--- src/rtl/road_scroll_integrator_pkg.sv ---
// rtl/road_scroll_integrator_pkg.sv - shared types and constants for the road scroll integrator
package road_pkg;

  typedef enum logic [1:0] {IDLE, RUN, PAUSE, FINISHED} road_state_t;

  localparam int SPEED_W       = 11;
  localparam int SCROLL_FP_MAX = 480 * 16;

  typedef logic signed [SPEED_W-1:0] speed_t;

endpackage

--- src/rtl/road_scroll_integrator.sv ---
// rtl/road_scroll_integrator.sv - per-frame speed integration into wrapping scroll offset and distance
module road_scroll_integrator
  import road_pkg::*;
#(
  parameter int FIXED_POINT_MULTIPLIER = 16,
  parameter int SCREEN_HEIGHT          = 480,
  parameter int TRACK_LENGTH           = 20000
) (
  input  logic        clk,
  input  logic        resetN,
  input  logic        startOfFrame,
  input  logic        enable,
  input  logic        restart,
  input  speed_t      speed,
  output logic [9:0]  scrollY,
  output logic [15:0] distance,
  output logic        finish,
  output logic        running
);

  localparam int FRAC    = $clog2(FIXED_POINT_MULTIPLIER);
  localparam int POS_MAX = SCREEN_HEIGHT * FIXED_POINT_MULTIPLIER;
  localparam int POS_W   = $clog2(POS_MAX);
  localparam int DIST_W  = 16 + FRAC;

  localparam logic signed [POS_W:0]    POS_MAX_S  = (POS_W+1)'(POS_MAX);
  localparam logic signed [DIST_W+1:0] DIST_MAX_S = {2'b00, {DIST_W{1'b1}}};
  localparam logic [15:0]              TRACK_PX   = 16'(TRACK_LENGTH);

  road_state_t state, state_next;

  logic [POS_W-1:0]  pos_fp, pos_next;
  logic [DIST_W-1:0] dist_fp, dist_next;

  logic signed [POS_W:0]    pos_sum, spd_pos;
  logic signed [DIST_W+1:0] dist_sum, spd_dist;

  logic integrate;
  logic reached;

  assign integrate = (state == RUN) && startOfFrame && !restart;

  // Scroll wraps modulo the screen; |speed| is far below the modulus so one correction suffices.
  always_comb begin
    spd_pos = speed;
    pos_sum = $signed({1'b0, pos_fp}) + spd_pos;
    pos_next = POS_W'(pos_sum);
    if (pos_sum >= POS_MAX_S)
      pos_next = POS_W'(pos_sum - POS_MAX_S);
    else if (pos_sum < 0)
      pos_next = POS_W'(pos_sum + POS_MAX_S);
  end

  // Distance clamps at zero going backwards and at full scale going forwards.
  always_comb begin
    spd_dist = speed;
    dist_sum = $signed({2'b00, dist_fp}) + spd_dist;
    dist_next = DIST_W'(dist_sum);
    if (dist_sum < 0)
      dist_next = '0;
    else if (dist_sum > DIST_MAX_S)
      dist_next = {DIST_W{1'b1}};
  end

  assign reached = (dist_next[DIST_W-1:FRAC] >= TRACK_PX);

  always_ff @(posedge clk or negedge resetN) begin
    if (!resetN)
      state <= IDLE;
    else
      state <= state_next;
  end

  always_comb begin
    state_next = state;
    case (state)
      IDLE:     if (enable) state_next = RUN;
      RUN: begin
        if (integrate && reached)
          state_next = FINISHED;
        else if (!enable)
          state_next = PAUSE;
      end
      PAUSE:    if (enable) state_next = RUN;
      FINISHED: state_next = FINISHED;
      default:  state_next = IDLE;
    endcase
    if (restart)
      state_next = IDLE;
  end

  always_ff @(posedge clk or negedge resetN) begin
    if (!resetN) begin
      pos_fp  <= '0;
      dist_fp <= '0;
    end else if (restart) begin
      pos_fp  <= '0;
      dist_fp <= '0;
    end else if (integrate) begin
      pos_fp  <= pos_next;
      dist_fp <= dist_next;
    end
  end

  assign scrollY  = 10'(pos_fp >> FRAC);
  assign distance = dist_fp[DIST_W-1:FRAC];
  assign finish   = (state == FINISHED);
  assign running  = (state == RUN);

endmodule

--- config.mk ---
export PLATFORM = sky130hd
export DESIGN_NAME = road_scroll_integrator
export DESIGN_NICKNAME = d
export VERILOG_FILES = /design/src/rtl/road_scroll_integrator_pkg.sv /design/src/rtl/road_scroll_integrator.sv
export SDC_FILE = /design/constraint.sdc
export NUM_CORES = 1
export LEC_CHECK = 0
export BUFFER_PORTS_ARGS = -buffer_cell sky130_fd_sc_hd__buf_2
export CORE_AREA = 2 2 132 96
export CTS_CLUSTER_DIAMETER = 50
export DETAILED_ROUTE_END_ITERATION = 8
export DIE_AREA = 0 0 134 98
export PLACE_DENSITY_LB_ADDON = 0.1
export SYNTH_ARGS = -nofsm -noshare
export SYNTH_HDL_FRONTEND = slang
export SYNTH_SLANG_ARGS = --single-unit
--- constraint.sdc ---
create_clock -name clk -period 7 [get_ports clk]
set_input_delay 1.05 -clock clk [delete_from_list [all_inputs] [get_ports clk]]
set_output_delay 1.05 -clock clk [all_outputs]
set_load 0.03 [all_outputs]
==> results.py <==
metrics = {
    "route": {
        "via_count": 3099,
        "detail_route.iter0.violations": 147,
        "first_pass_iters": 4,
        "wire_per_inst_um": 16.41,
        "detail_route.vias_per_cell": 5.114,
        "finalWirelength_um": 9945,
        "ant_nets": 0,
        "drcViolationCount": 0,
    },
    "place": {
        "routabilityCongestion": 0.8321,
        "port_buffers": 42,
        "place.detailed.hpwl_um": 7605,
    },
    "critical_path": {
        "crit_path_max_fanout": 22,
        "timing.critical_path.required_ns": 7.15,
        "timing.critical_path.to_type": "flop",
        "critical_path.slowest_cell": "sky130_fd_sc_hd__a21oi_2",
        "critical-path-max-stage-delay_ns": 0.78,
        "critical_path.cell_chain": "buf_2 > ha_1 > a21o_1 > a21o_1 > a2111oi_0 > o211a_1 > nor2_2 > a21oi_2 > a211o_1 > o211ai_1",
        "worstSetupStartpointType": "input pin",
        "critical_path_depth": 10,
        "crit_path_frequent_cell": "sky130_fd_sc_hd__a21o_1",
        "worst-setup-path-type": "input pin to flop",
        "critical-path-top-delay-family": "compound AO/OA/AOI/OAI gates",
        "worstPathBufferInverterCount": 1,
        "r2r.worst_path.cells": 12,
        "regToRegStartpoint": "dist_fp[0]",
        "startpoint": "speed[10]",
        "timing.critical_path.arrival_ns": 4.30,
    },
    "logic_synthesis": {
        "post_synth_num_cell_types": 72,
        "yosysWarningCount": 0,
        "synth_adder_area_share_pct": 13.67,
        "synthesis.instances": 431,
        "synth_fp_nets": 485,
        "synth_xor_xnor_area_share_pct": 6.104,
        "synth_top_family_by_area": "compound AO/OA/AOI/OAI gates",
        "synth_compound_area_share_pct": 28.95,
        "asyncSetResetFlopFracSynth_pct": 100.0,
        "share_of_synthesized_area_spent_on_multiplexers_pct": 0.2790,
        "synth.ff_latch_count": 35,
        "synthSimpleGateAreaFrac_pct": 17.65,
        "synthesis.area_um2": 3587,
        "edff_count_synth": 0,
        "syn-mean-instance-area_um2": 8.323,
        "synthFlopType": "sky130_fd_sc_hd__dfrtp_1",
        "synth-seq-area-share_pct": 24.42,
    },
    "global_route": {
        "pin_count_of_the_biggest_net_entering_global_routing": 36,
        "grt_overflow_total": 0,
        "grt_pass1_vias": 3124,
        "grt.total_usage_pct": 15.89,
        "grt_antenna_before_repair": 0,
        "grt_pass1_wl_um": 16500,
    },
    "floorplanning": {
        "core_area_um2": 11950,
        "floorplan.rows": 34,
        "start_util_pct": 30.01,
        "floorplan.io_pins": 44,
        "die_x_um": 134,
        "die_h_um": 98,
        "fp.dieArea_um2": 13130,
    },
    "layout": {
        "register_area_um2": 875.8,
        "multi_input_area_um2": 2399,
        "final_net_count": 497,
        "areaGrowthSynthToFinish_pct": 8.511,
        "fillCellCount": 1253,
        "n_antenna_cell": 0,
        "post_route_cells_drive_above_1_share_pct": 16.44,
    },
    "timing": {
        "worst_slew_pin_slew_ns": 0.9819,
        "min_period_over_period_pct": 59.22,
        "final_max_slew_viol_count": 0,
        "report.final.hold_viol_count": 0,
        "fin_worst_skew_ns": 0.004639,
        "grt_setup_unrepaired": "no",
        "slew-limit-headroom_pct": 34.54,
        "fmaxAchievable_ghz": 0.2412,
        "finalHoldWorstSlack_ns": 0.4979,
        "period_minus_slack_ns": 4.145,
        "setup_viol": 0,
        "fin_setup_tns_ns": 0,
    },
    "clock_network": {
        "cts.sinks": 35,
        "post-cts-setup-buffer-count": 0,
        "post_cts_hold_buffer_count": 0,
        "clock_latency_at_the_later_pin_of_the_worst_skew_pair_ns": 0.28,
        "numCtsBuffers": 5,
        "post_cts_resized": 0,
        "cts_root_buf": "sky130_fd_sc_hd__clkbuf_16",
        "tritoncts_clock_tree": "yes",
        "cts.path.max_buffers": 2,
        "htree_levels": 2,
        "clkTransAtPathRegs_ns": 0.06,
    },
    "flow_run": {
        "max_cap_viol": 0,
    },
    "hold_path": {
        "hp-start": "pos_fp[2]",
        "worst_hold_path.num_cells": 2,
        "hold_path_class": "flop to flop",
    },
    "power": {
        "power_per_cell_area_nw_per_um2": 158.4,
        "post-layout-total-power_mw": 0.6165,
        "vdd_ir_max_mv": 0.07933,
        "p_leak_nw": 1.853,
    },
    "outcome": {
        "outcome": "finished clean",
    },
}
==> cells by family after synthesis <==
logic type,count (synthesis)
flops,35
xor+xnor,25
buf+inv,54
fa+ha+maj,38
other cells,1
simple gates,126
mux,1
compound gates,151
==> routing by layer <==
layer	up-vias	wire, µm	track usage [%]
met4	0	106	3.355
li1	1573	-	-
met2	60	4073	23.08
met1	1456	5341	24.20
met3	10	424	3.063
met5	-	0	0
==> report_power, final <==
group | switching [mW] | total (mW) | internal (mW)
sequential | 0.00755 | 0.218 | 0.210
combinational | 0.111 | 0.175 | 0.0643
clock | 0.0917 | 0.224 | 0.132
total | 0.210 | 0.617 | 0.406
==> worst register-to-register path: cells and delay by family (launching register included) <==
kind | cells | cell delay (ns)
compound gates | 6 | 1.45
fa+ha+maj | 2 | 0.57
buf+inv | 1 | 0.07
flops | 1 | 0.35
simple gates | 3 | 0.98
==> layout make-up <==
class	count	share of cell area, %
inverters	16	1.543
multi-input cells	342	61.62
clock inverters	1	0.1286
repair buffers	43	5.593
clock buffers	7	3.407
flip-flops and latches	35	22.50
well taps	162	5.207
==> worst paths after layout <==
check                              end  slack [ns]
max                           state[1]        2.85
min                          pos_fp[2]        0.50
max reg2reg                dist_fp[11]        3.51
min reg2reg                  pos_fp[2]        0.50
max in group asynchronous   pos_fp[11]        5.59
min in group asynchronous   dist_fp[3]        0.87
==> placed cells by master, fill, tap and decap left out, types with 3 or more instances in the layout <==
cell,n
sky130_fd_sc_hd__a21oi_2,3
sky130_fd_sc_hd__nor2_1,30
sky130_fd_sc_hd__o21a_1,5
sky130_fd_sc_hd__and2_1,4
sky130_fd_sc_hd__o31ai_1,3
sky130_fd_sc_hd__a21oi_1,35
sky130_fd_sc_hd__a211oi_1,5
sky130_fd_sc_hd__or2_2,3
sky130_fd_sc_hd__o21ai_2,3
sky130_fd_sc_hd__xnor2_1,15
sky130_fd_sc_hd__o21ai_0,25
sky130_fd_sc_hd__nor2b_1,6
sky130_fd_sc_hd__a21o_1,14
sky130_fd_sc_hd__ha_1,36
sky130_fd_sc_hd__o21ba_2,3
sky130_fd_sc_hd__a22o_1,4
sky130_fd_sc_hd__and3_1,3
sky130_fd_sc_hd__inv_1,16
sky130_fd_sc_hd__xor2_1,10
sky130_fd_sc_hd__nand2_1,41
sky130_fd_sc_hd__o211ai_1,8
sky130_fd_sc_hd__clkbuf_16,5
sky130_fd_sc_hd__buf_2,42
sky130_fd_sc_hd__nand2b_1,6
sky130_fd_sc_hd__nor3_1,6
sky130_fd_sc_hd__nand3_1,8
sky130_fd_sc_hd__or3_1,3
sky130_fd_sc_hd__dfrtp_1,35
sky130_fd_sc_hd__o21ai_1,13
==> cells in the mapped netlist (2+ instances only) <==
master                       n  share of area, %
sky130_fd_sc_hd__nand2_1    41               4.3
sky130_fd_sc_hd__a21oi_1    36               5.0
sky130_fd_sc_hd__ha_1       36                13
sky130_fd_sc_hd__dfrtp_1    35                24
sky130_fd_sc_hd__nor2_1     30               3.1
sky130_fd_sc_hd__buf_4      27               5.7
sky130_fd_sc_hd__o21ai_0    25               3.5
sky130_fd_sc_hd__inv_1      16               1.7
sky130_fd_sc_hd__xnor2_1    15               3.7
sky130_fd_sc_hd__a21o_1     14               2.9
sky130_fd_sc_hd__o21ai_1    13               1.8
sky130_fd_sc_hd__xor2_1     10               2.4
sky130_fd_sc_hd__nand3_1     8               1.1
sky130_fd_sc_hd__o211ai_1    8               1.7
sky130_fd_sc_hd__clkbuf_1    6              0.63
sky130_fd_sc_hd__nand2b_1    6               1.0
sky130_fd_sc_hd__nor2b_1     6               1.0
sky130_fd_sc_hd__nor3_1      6              0.84
sky130_fd_sc_hd__a211oi_1    5               1.0
sky130_fd_sc_hd__o21a_1      5               1.0
sky130_fd_sc_hd__a22o_1      4              0.98
sky130_fd_sc_hd__and2_1      4              0.70
sky130_fd_sc_hd__and3_1      3              0.52
sky130_fd_sc_hd__buf_2       3              0.42
sky130_fd_sc_hd__o21ai_2     3              0.73
sky130_fd_sc_hd__o21ba_2     3              0.84
sky130_fd_sc_hd__o31ai_1     3              0.63
sky130_fd_sc_hd__or2_2       3              0.52
sky130_fd_sc_hd__or3_1       3              0.52
sky130_fd_sc_hd__a211o_1     2              0.49
sky130_fd_sc_hd__a21oi_2     2              0.49
sky130_fd_sc_hd__a31oi_1     2              0.35
sky130_fd_sc_hd__a32o_1      2              0.56
sky130_fd_sc_hd__fa_1        2               1.1
sky130_fd_sc_hd__nor3_2      2              0.56
sky130_fd_sc_hd__nor4b_1     2              0.49
sky130_fd_sc_hd__o2111ai_1   2              0.49
sky130_fd_sc_hd__o211a_1     2              0.56
sky130_fd_sc_hd__o21bai_1    2              0.42
sky130_fd_sc_hd__o311ai_0    2              0.49
==> sequential cells by signal, summed over array words and instances (netlist names) <==
register,cells
state,2
pos_fp,13
dist_fp,20
==> stage by stage <==
step	area, µm²	util [%]	setup slack, ns	instances
3_3_place_gp	3755	31.41	2.674	598
5_1_grt	3892	32.56	2.606	606
6_report	3892	32.56	2.855	606
4_1_cts	3892	32.56	2.790	606
3_5_place_dp	3755	31.41	2.474	598
2_1_floorplan	3587	-	3.305	431
Power figures use the tool's default switching activity.
